<file path="src/rtl/vga_timing_pkg.sv">
// Raster timing defaults and shared types for the framebuffer scanout path.
// Modules take their geometry as parameters that default to these values.
package vga_timing_pkg;

    localparam int D_WIDTH_DEF     = 8;
    localparam int A_WIDTH_DEF     = 15;
    localparam int FB_W_DEF        = 160;
    localparam int SCALE_SHIFT_DEF = 2;
    localparam int CLK_DIV_DEF     = 2;

    localparam int H_ACT_DEF  = 640;
    localparam int H_FP_DEF   = 16;
    localparam int H_SYNC_DEF = 96;
    localparam int H_BP_DEF   = 48;
    localparam int V_ACT_DEF  = 480;
    localparam int V_FP_DEF   = 10;
    localparam int V_SYNC_DEF = 2;
    localparam int V_BP_DEF   = 33;

    // Raster position as seen outside the timing generator; counters are
    // narrower internally and zero-extended into these fields.
    localparam int POS_W = 16;

    typedef struct packed {
        logic [POS_W-1:0] h;
        logic [POS_W-1:0] v;
    } raster_pos_t;

    function automatic int total(input int act, input int fp, input int sync, input int bp);
        return act + fp + sync + bp;
    endfunction

endpackage

</file>
<file path="src/rtl/vga_timing_gen.sv">
// Pixel-rate divider and h/v raster counters with their combinational decodes
// (active window, syncs) plus a registered frame_start pulse.
module vga_timing_gen
    import vga_timing_pkg::*;
#(
    parameter int CLK_DIV  = CLK_DIV_DEF,
    parameter int H_ACT    = H_ACT_DEF,
    parameter int H_FP     = H_FP_DEF,
    parameter int H_SYNC   = H_SYNC_DEF,
    parameter int H_BP     = H_BP_DEF,
    parameter int V_ACT    = V_ACT_DEF,
    parameter int V_FP     = V_FP_DEF,
    parameter int V_SYNC   = V_SYNC_DEF,
    parameter int V_BP     = V_BP_DEF,
    parameter bit SYNC_POL = 1'b0
) (
    input  logic        clk,
    input  logic        rst_n,
    output raster_pos_t pos,
    output logic        pix_en,
    output logic        active,
    output logic        hsync,
    output logic        vsync,
    output logic        frame_start
);

    localparam int H_TOTAL = total(H_ACT, H_FP, H_SYNC, H_BP);
    localparam int V_TOTAL = total(V_ACT, V_FP, V_SYNC, V_BP);
    localparam int H_W     = $clog2(H_TOTAL);
    localparam int V_W     = $clog2(V_TOTAL);
    localparam int DIV_W   = (CLK_DIV > 1) ? $clog2(CLK_DIV) : 1;

    localparam logic [DIV_W-1:0] DIV_LAST = DIV_W'(CLK_DIV - 1);
    localparam logic [H_W-1:0]   H_LAST   = H_W'(H_TOTAL - 1);
    localparam logic [H_W-1:0]   H_ACT_C  = H_W'(H_ACT);
    localparam logic [H_W-1:0]   HS_START = H_W'(H_ACT + H_FP);
    localparam logic [H_W-1:0]   HS_END   = H_W'(H_ACT + H_FP + H_SYNC);
    localparam logic [V_W-1:0]   V_LAST   = V_W'(V_TOTAL - 1);
    localparam logic [V_W-1:0]   V_ACT_C  = V_W'(V_ACT);
    localparam logic [V_W-1:0]   VS_START = V_W'(V_ACT + V_FP);
    localparam logic [V_W-1:0]   VS_END   = V_W'(V_ACT + V_FP + V_SYNC);

    logic [DIV_W-1:0] div;
    logic [H_W-1:0]   h;
    logic [V_W-1:0]   v;
    logic             line_end;
    logic             frame_end;

    assign pix_en    = (div == DIV_LAST);
    assign line_end  = (h == H_LAST);
    assign frame_end = line_end && (v == V_LAST);

    always_ff @(posedge clk) begin
        if (!rst_n) begin
            div         <= '0;
            h           <= '0;
            v           <= '0;
            frame_start <= 1'b0;
        end else begin
            frame_start <= 1'b0;
            div         <= pix_en ? '0 : div + 1'b1;
            if (pix_en) begin
                if (line_end) begin
                    h <= '0;
                    if (frame_end) begin
                        v           <= '0;
                        frame_start <= 1'b1;
                    end else begin
                        v <= v + 1'b1;
                    end
                end else begin
                    h <= h + 1'b1;
                end
            end
        end
    end

    assign pos.h  = POS_W'(h);
    assign pos.v  = POS_W'(v);
    assign active = (h < H_ACT_C) && (v < V_ACT_C);
    assign hsync  = ((h >= HS_START) && (h < HS_END)) ? SYNC_POL : ~SYNC_POL;
    assign vsync  = ((v >= VS_START) && (v < VS_END)) ? SYNC_POL : ~SYNC_POL;

endmodule

</file>
<file path="src/rtl/framebuffer_scanout.sv">
// Framebuffer read side: drives SRAM read addresses along the raster and
// realigns the 1-clk registered read data with the syncs on the output.
module framebuffer_scanout
    import vga_timing_pkg::*;
#(
    parameter int D_WIDTH     = D_WIDTH_DEF,
    parameter int A_WIDTH     = A_WIDTH_DEF,
    parameter int FB_W        = FB_W_DEF,
    parameter int SCALE_SHIFT = SCALE_SHIFT_DEF,
    parameter int CLK_DIV     = CLK_DIV_DEF,
    parameter int H_ACT       = H_ACT_DEF,
    parameter int H_FP        = H_FP_DEF,
    parameter int H_SYNC      = H_SYNC_DEF,
    parameter int H_BP        = H_BP_DEF,
    parameter int V_ACT       = V_ACT_DEF,
    parameter int V_FP        = V_FP_DEF,
    parameter int V_SYNC      = V_SYNC_DEF,
    parameter int V_BP        = V_BP_DEF,
    parameter bit SYNC_POL    = 1'b0
) (
    input  logic               clk,
    input  logic               rst_n,
    output logic [A_WIDTH-1:0] read_addr,
    input  logic [D_WIDTH-1:0] read_data,
    output logic [D_WIDTH-1:0] pixel,
    output logic               hsync,
    output logic               vsync,
    output logic               frame_start,
    output logic               in_vblank
);

    localparam int H_TOTAL = total(H_ACT, H_FP, H_SYNC, H_BP);
    localparam int V_TOTAL = total(V_ACT, V_FP, V_SYNC, V_BP);

    localparam logic [POS_W-1:0]       H_LAST   = POS_W'(H_TOTAL - 1);
    localparam logic [POS_W-1:0]       V_LAST   = POS_W'(V_TOTAL - 1);
    localparam logic [POS_W-1:0]       V_ACT_P  = POS_W'(V_ACT);
    localparam logic [A_WIDTH-1:0]     ROW_STEP = A_WIDTH'(FB_W);
    localparam logic [SCALE_SHIFT-1:0] SUB_LAST = '1;

    raster_pos_t pos;
    logic        pix_en;
    logic        active;
    logic        hsync_raw;
    logic        vsync_raw;
    logic        line_end;
    logic        frame_end;

    vga_timing_gen #(
        .CLK_DIV (CLK_DIV),
        .H_ACT   (H_ACT),
        .H_FP    (H_FP),
        .H_SYNC  (H_SYNC),
        .H_BP    (H_BP),
        .V_ACT   (V_ACT),
        .V_FP    (V_FP),
        .V_SYNC  (V_SYNC),
        .V_BP    (V_BP),
        .SYNC_POL(SYNC_POL)
    ) u_timing (
        .clk        (clk),
        .rst_n      (rst_n),
        .pos        (pos),
        .pix_en     (pix_en),
        .active     (active),
        .hsync      (hsync_raw),
        .vsync      (vsync_raw),
        .frame_start(frame_start)
    );

    assign line_end  = (pos.h == H_LAST);
    assign frame_end = line_end && (pos.v == V_LAST);

    // Address walk without a multiplier: each source row repeats for
    // 2**SCALE_SHIFT lines from row_base, and each word for 2**SCALE_SHIFT pixels.
    logic [A_WIDTH-1:0] addr;
    logic [A_WIDTH-1:0] row_base;

    always_ff @(posedge clk) begin
        if (!rst_n) begin
            addr     <= '0;
            row_base <= '0;
        end else if (pix_en) begin
            if (frame_end) begin
                addr     <= '0;
                row_base <= '0;
            end else if (line_end) begin
                if (pos.v[SCALE_SHIFT-1:0] == SUB_LAST) begin
                    row_base <= row_base + ROW_STEP;
                    addr     <= row_base + ROW_STEP;
                end else begin
                    addr <= row_base;
                end
            end else if (active && (pos.h[SCALE_SHIFT-1:0] == SUB_LAST)) begin
                addr <= addr + 1'b1;
            end
        end
    end

    assign read_addr = addr;

    // Stage 1 runs beside the SRAM's own output register; stage 2 loads on
    // the delayed pixel strobe so data and syncs leave together.
    logic active_d;
    logic hsync_d;
    logic vsync_d;
    logic pix_en_d;

    always_ff @(posedge clk) begin
        if (!rst_n) begin
            active_d  <= 1'b0;
            hsync_d   <= ~SYNC_POL;
            vsync_d   <= ~SYNC_POL;
            pix_en_d  <= 1'b0;
            pixel     <= '0;
            hsync     <= ~SYNC_POL;
            vsync     <= ~SYNC_POL;
            in_vblank <= 1'b0;
        end else begin
            active_d  <= active;
            hsync_d   <= hsync_raw;
            vsync_d   <= vsync_raw;
            pix_en_d  <= pix_en;
            in_vblank <= (pos.v >= V_ACT_P);
            if (pix_en_d) begin
                pixel <= active_d ? read_data : '0;
                hsync <= hsync_d;
                vsync <= vsync_d;
            end
        end
    end

endmodule

</file>
<file path="config.mk">
export PLATFORM = sky130hd
export DESIGN_NAME = framebuffer_scanout
export DESIGN_NICKNAME = d
export VERILOG_FILES = /design/src/rtl/vga_timing_pkg.sv /design/src/rtl/vga_timing_gen.sv /design/src/rtl/framebuffer_scanout.sv
export SDC_FILE = /design/constraint.sdc
export NUM_CORES = 1
export LEC_CHECK = 0
export ABC_AREA = 1
export CAP_MARGIN = 0
export CORE_ASPECT_RATIO = 2
export CORE_UTILIZATION = 55
export CTS_BUF_LIST = sky130_fd_sc_hd__clkbuf_16
export DETAILED_ROUTE_END_ITERATION = 7
export MAX_ROUTING_LAYER = met4
export PLACE_DENSITY = 0.85
export RECOVER_POWER = 25
export SLEW_MARGIN = 15
export SYNTH_ARGS = -nofsm -noshare
export SYNTH_HDL_FRONTEND = slang
export SYNTH_HIERARCHICAL = 1
export SYNTH_SLANG_ARGS = --single-unit
export TNS_END_PERCENT = 10
</file>
<file path="constraint.sdc">
create_clock -name clk -period 1.8 [get_ports clk]
set_clock_uncertainty 0.1 [all_clocks]
set_input_delay 0.36 -clock clk [delete_from_list [all_inputs] [get_ports clk]]
set_output_delay 0.36 -clock clk [all_outputs]
set_load 0.01 [all_outputs]
</file>
==> metrics, run 1 <==
status=finished, final reports clean; CTS Root Cell=clkbuf_16; Hold Crit Class=flop to flop; drt first pass iters=7; Clock Tree Buf Depth=2; nets=618; htree depth=3; number of buffers created by CTS=9; critical path peak fanout=5; Comb pwr share=4.1%; hold_buf cts=0; Finished Cell Area=0.00442 mm^2; fin util=70.0%; Vias=between 3000 and 4000; Clock Power Share=51.7%; achievable frequency=about 560 MHz; Clock Sinks=a little over 60; WP buf/inv=1; Antenna Cells=0; Req. time, crit path=1.34 ns; initial antenna violation count=0; share of cells above drive strength 1=11.9%; post-CTS sizing=0; Die Footprint=0.00684 mm^2; final hold violation count=0; area of the multi-input gates=between 0.0015 and 0.002 mm^2; fin cells=693; maxcap violations=0; Sequential cell area=0.00125 mm^2; Seq pwr share=~44%; Net Sw Power=0.000692 W; drt drc=0; first-pass GRT wire length=between 10000 and 15000 um; Core Region=0.00631 mm^2; Final period util=99.5%; port buffer count=36; Final Setup Violations=0; pre-CTS WS=0.0655 ns; RePlAce Congestion=0.995; post-place instance area=0.00411 mm^2; synthesized area per cell=between 6 and 7 um^2; Tmin final=1.79 ns; CP cell instances=clkdlybuf4s50_1; 1st-iter DRT viols=213; Routed WL=9220 um; clk_lat worst skew=around 0.33 ns; Cell Pwr Density=722 mW/mm^2; I/O Pins=37; Fillers=roughly 550; RSZ-0062 raised after global routing=true; top_reg_cell synth=dfxtp_1; synthesized area=about 0.0036 mm^2; # rows=41; Pint=0.00250 W; DR WL/cell=13.3 um; Crit-path slowest cell=clkdlybuf4s50_1; Final Slew Violations=0; Post-CTS Setup Repair Bufs=0; routed vias/inst=~5.3; ys async rst share=0%; sequential share of the synthesized area=34.8%; number of synthesized flops with an enable pin=0; Leak Pwr=around 1.8 nW; largest net degree at the start of global routing=16; Cells after DPL=677; die width=59.0 um; Largest delay share family, worst path=buffers and inverters; CP max stage delay=0.57 ns; Arrival @ worst endpoint=1.33 ns; VDD IR max=0.000697 V; CTS tree=yes; Die Y=116 um; switch share=21.7%; ANT nets after route=0; post-route setup slack=0.00815 ns; grt ovf=0; Yosys reg bits=62; Starting Density=56.6%; startpoint types=flop; vias in the first global route=between 3000 and 4000; Synth-to-Final Area Change=23.7%; Yosys warning count=6; total power=0.00319 W; critical path class=flop to output pin; total global-route track usage=approximately 29%; Cells after Synth=around 550; CP endpoint kind=output pin; distinct cell type count after synthesis=36; clk slew on worst S/H paths=0.05 ns; detailed placer's ending HPWL=7040 um
flip-flops by register name, indices dropped and copies added, names as in the netlist:
register / count
read_addr: 15
row_base: 10
u_timing/h: 10
u_timing/v: 10
pixel: 8
active_d: 1
hsync: 1
hsync_d: 1
in_vblank: 1
pix_en_d: 1
u_timing/frame_start: 1
u_timing/pix_en: 1
vsync: 1
vsync_d: 1
final timing paths:
check               startpoint       endpoint  slack, ns  depth (start not counted)
hold reg to reg        vsync_d          vsync       0.35                          2
setup / recovery  read_addr[6]   read_addr[6]      0.008                          1
hold / removal         vsync_d          vsync       0.35                          2
setup reg to reg   row_base[5]  read_addr[11]       0.09                          8
layer usage:
layer / vias to the layer above / track usage, % / wire (um)
li1: 1831 / - / -
met3: 37 / 5.02 / 223
met5: - / - / 0
met1: 1696 / 24.7 / 3300
met2: 83 / 55.0 / 5330
met4: 0 / 18.7 / 372
cell usage in the layout (no fill, tap or decap), types with 9 or more instances in the layout:
cell type        instances
clkdlybuf4s50_1         34
nand4_1                 14
nand2_2                  9
xor2_1                  10
clkbuf_16                9
o21ai_0                  9
dfxtp_1                 57
conb_1                  12
nand2_1                167
inv_1                   56
nand3_1                 50
a21oi_1                 33
buf_4                   21
nor2_1                  60
Yosys cell counts, types with 2 or more instances:
master    instances  area (um^2)
nand3_1          50          250
nand3b_1          2         15.0
or2_2             2         12.5
nor2_4            4         45.0
nand2_1         168          631
dfxtp_1          62         1240
o21ai_0          10         50.1
o22ai_1           5         31.3
nand2_2           8         50.1
clkbuf_1          4         15.0
buf_6             2         22.5
nor2_2            6         37.5
inv_2             2         7.51
buf_2             5         25.0
inv_1            53          199
o21bai_1          3         22.5
nand3_2           3         30.0
buf_4            14          105
ha_1              6         75.1
a21oi_1          33          165
nand4_1          14         87.6
nor2_1           60          225
xor2_1           10         87.6
nor3_1            8         40.0
worst register-to-register path: stages, from the launching register on:
cell     delay, ns
dfxtp_1       0.40
ha_1          0.21
nor2_1        0.06
nor2_1        0.25
nand2_1       0.12
xor2_1        0.22
nand2_1       0.09
nand3_1       0.08
a21oi_1       0.06
power by group through the flow:
| stage | Clock, W | Sequential (W) | Combinational (W) |
|---|---|---|---|
| after floorplan | 0 | 0.00143 | 0.0000821 |
| after global placement | 0 | 0.00144 | 0.000125 |
| after detailed placement | 0 | 0.00144 | 0.000127 |
| after CTS | 0.00166 | 0.00141 | 0.000129 |
| after global routing | 0.00171 | 0.00141 | 0.000142 |
| final | 0.00165 | 0.00141 | 0.000130 |
stage by stage:
step / hold WS, ns / setup TNS [ns]
2_1_floorplan: 0.319 / 0
3_3_place_gp: 0.334 / 0
3_5_place_dp: 0.339 / 0
4_1_cts: 0.351 / 0
5_1_grt: 0.380 / -0.0417
6_report: 0.347 / 0
kinds of logic after synthesis:
logic type                 count (synthesis)  synth area share [%]
AOI/OAI and AO/OA                         53                  7.96
xor gates and xnor gates                  10                  2.45
adders and majority gates                  6                  2.10
buffers and inverters                     83                  10.9
DFF                                       62                  34.8
muxes                                      1                 0.280
other                                      1                 0.105
and+or+nand+nor                          330                  41.5
cell type report:
type,count,area share [%]
Clock buffer,9,5.10
Tap cell,86,2.44
Multi-Input combinational cell,412,45.3
Inverter,57,4.87
Timing Repair Buffer,60,12.8
Clock inverter,7,1.30
Sequential cell,62,28.3
No activity file was read; power rests on OpenSTA's default activity.
==> run 2: changes to the inputs <==
--- a/config.mk
+++ b/config.mk
@@ -8,11 +8,11 @@
 export ABC_AREA = 1
 export CAP_MARGIN = 0
 export CORE_ASPECT_RATIO = 2
-export CORE_UTILIZATION = 55
+export CORE_UTILIZATION = 50
 export CTS_BUF_LIST = sky130_fd_sc_hd__clkbuf_16
 export DETAILED_ROUTE_END_ITERATION = 7
 export MAX_ROUTING_LAYER = met4
-export PLACE_DENSITY = 0.85
+export PLACE_DENSITY = 0.75
 export RECOVER_POWER = 25
 export SLEW_MARGIN = 15
 export SYNTH_ARGS = -nofsm -noshare
==> run 2 against run 1 <==
Via count is 0.90% lower; final cell count grew 0.58%; clock-buffer cell count unchanged; die area increased by 9.7%; routed wire length shrank 2.0%; largest power group unchanged; cell area unchanged; critical path type unchanged.
==> metrics, run 2 (synthesis gave the netlist of run 1 again) <==
final hold violation count=0 (unchanged); Crit-path slowest cell=clkdlybuf4s50_1 (unchanged); worst r2r src=u_timing/h[7] (was row_base[5]); vias in the first global route=3210 (was 3408); die width=61.7 um (was 59.0 um); I/O Pins=37 (unchanged); WP buf/inv=1 (unchanged); Largest delay share family, worst path=buffers and inverters (unchanged); Sequential cell area=0.00124 mm^2 (was 0.00125 mm^2); total global-route track usage=25.9% (was 29.0%); Clock Sinks=62 (unchanged); Hold Crit Class=flop to flop (unchanged); Post-CTS Setup Repair Bufs=0 (unchanged); htree depth=3 (unchanged); initial antenna violation count=0 (unchanged); maxcap violations=0 (unchanged); Seq pwr share=44.2% (about the same); Fillers=627 (was 546); detailed placer's ending HPWL=6830 um (was 7040 um); sum of negative setup slack=0 ns (unchanged); CP cell instances=clkdlybuf4s50_1 (unchanged); Comb pwr share=4.1% (about the same); nets=619 (was 618); Die Footprint=0.00750 mm^2 (was 0.00684 mm^2); Leak Pwr=1.85 nW (was 1.78 nW); Arrival @ worst endpoint=1.29 ns (was 1.33 ns); critical path peak fanout=4 (was 5); Req. time, crit path=1.34 ns (about the same); commonest cells after routing, fill and taps aside=nand2_1, dfxtp_1, nor2_1 (was nand2_1, nor2_1, dfxtp_1); 1st-iter DRT viols=203 (was 213); grt ovf=0 (unchanged); Clock Power Share=51.7% (about the same); status=finished, final reports clean (unchanged); drt drc=0 (unchanged); Routed WL=9040 um (was 9220 um); Setup crit end=read_addr[1] (was read_addr[6]); # rows=43 (was 41); CP Launch Point=read_addr[1] (was read_addr[6]); clk_lat worst skew=0.33 ns (about the same); CTS tree=yes (unchanged); VDD IR max=0.000455 V (was 0.000697 V); Core Region=0.00694 mm^2 (was 0.00631 mm^2); DR WL/cell=13.0 um (was 13.3 um); number of buffers created by CTS=9 (unchanged); RePlAce Congestion=0.996 (was 0.995); CP endpoint kind=output pin (unchanged); startpoint types=flop (unchanged); Final Setup Violations=0 (unchanged); routed vias/inst=5.19 (was 5.26); achievable frequency=570 MHz (was 558 MHz); ANT nets after route=0 (unchanged); r2r setup slk=0.11 ns (was 0.09 ns); Vias=3614 (was 3647); hold slack=0.337 ns (was 0.347 ns); drt first pass iters=4 (was 7); Clock Tree Buf Depth=2 (unchanged); clk slew on worst S/H paths=0.05 ns (about the same); port buffer count=36 (unchanged); Synth-to-Final Area Change=23.7% (unchanged); Cell Pwr Density=721 mW/mm^2 (was 722 mW/mm^2); Starting Density=51.4% (was 56.6%); Net Sw Power=0.000692 W (about the same); area of the multi-input gates=0.00201 mm^2 (was 0.00200 mm^2); Tmin final=1.75 ns (was 1.79 ns); CP max stage delay=0.56 ns (was 0.57 ns); r2r endpoint=read_addr[9] (was read_addr[11]); critical path class=flop to output pin (unchanged); commonest non-fill, non-tap cell in the layout=nand2_1 (unchanged); Crit path depth=1 (unchanged); Die Y=121 um (was 116 um); first-pass GRT wire length=14000 um (was 14600 um); share of cells above drive strength 1=12.0% (was 11.9%); Pint=0.00249 W (was 0.00250 W); Antenna Cells=0 (unchanged); Largest register FFs=15 (unchanged); CTS Root Cell=clkbuf_16 (unchanged); switch share=21.7% (about the same); Final Slew Violations=0 (unchanged); total power=0.00318 W (was 0.00319 W); RSZ-0062 raised after global routing=true (unchanged); largest net degree at the start of global routing=14 (was 16); Final period util=97.5% (was 99.5%); hold_buf cts=0 (unchanged); worst r2r path cells=10 (was 8)
run 2: cell count changes in the layout (fill, tap and decap cells not counted), sizes merged, moves of 2 or more:
cell           previous run  this run
clkdlybuf4s25             2         0
clkdlybuf4s50            34        31
dlymetal6s2s              0         4
inv                      57        55
run 2: final cells by class:
type                    count  area share [%]
clock inverters             6            1.22
repair buffers             60            12.4
flip-flops and latches     62            28.2
inverters                  57            4.87
well taps                  90            2.55
clock buffers               9            5.10
multi-input cells         413            45.6
run 2: power by group through the flow:
stage	Sequential, W	Clock, W	Combinational, W
after floorplan	0.00143	0	0.0000821
after global placement	0.00143	0	0.000129
after detailed placement	0.00144	0	0.000130
after CTS	0.00141	0.00167	0.000130
after global routing	0.00141	0.00172	0.000146
final	0.00141	0.00165	0.000131
run 2: repair_timing:
action                                 in CTS  in global routing
setup endpoints to repair                   2                 28
cloned                                      0                  1
gates resized for setup                     2                 11
endpoints found under the hold margin       0                  0
pin swaps                                   0                  3
run 2: layer usage:
metal | global-route usage [%] | vias up | wire (um)
met3 | 6.40 | 19 | 275
met5 | - | - | 0
met2 | 47.7 | 78 | 5240
met1 | 23.5 | 1682 | 3270
li1 | - | 1835 | -
met4 | 11.4 | 0 | 250
run 2: per-stage QoR:
step                      std cells  cell area (um^2)  util, %  setup WS [ns]
after floorplan                 557              3610        -          0.178
after global placement          681              4090     59.0          0.107
after detailed placement        681              4090     59.0         0.0571
after CTS                       696              4370     63.0        0.00199
after global routing            697              4420     63.6        -0.0158
final                           697              4420     63.6         0.0457
run 2: worst min-delay path by stage:
stage               startpoint  endpoint  slack, ns  cells after the start
floorplan              hsync_d     hsync       0.32                      2
global placement       vsync_d     vsync       0.33                      2
detailed placement     vsync_d     vsync       0.33                      2
CTS                    vsync_d     vsync       0.35                      2
global route             vsync     vsync       0.38                      2
finish                 vsync_d     vsync       0.34                      2
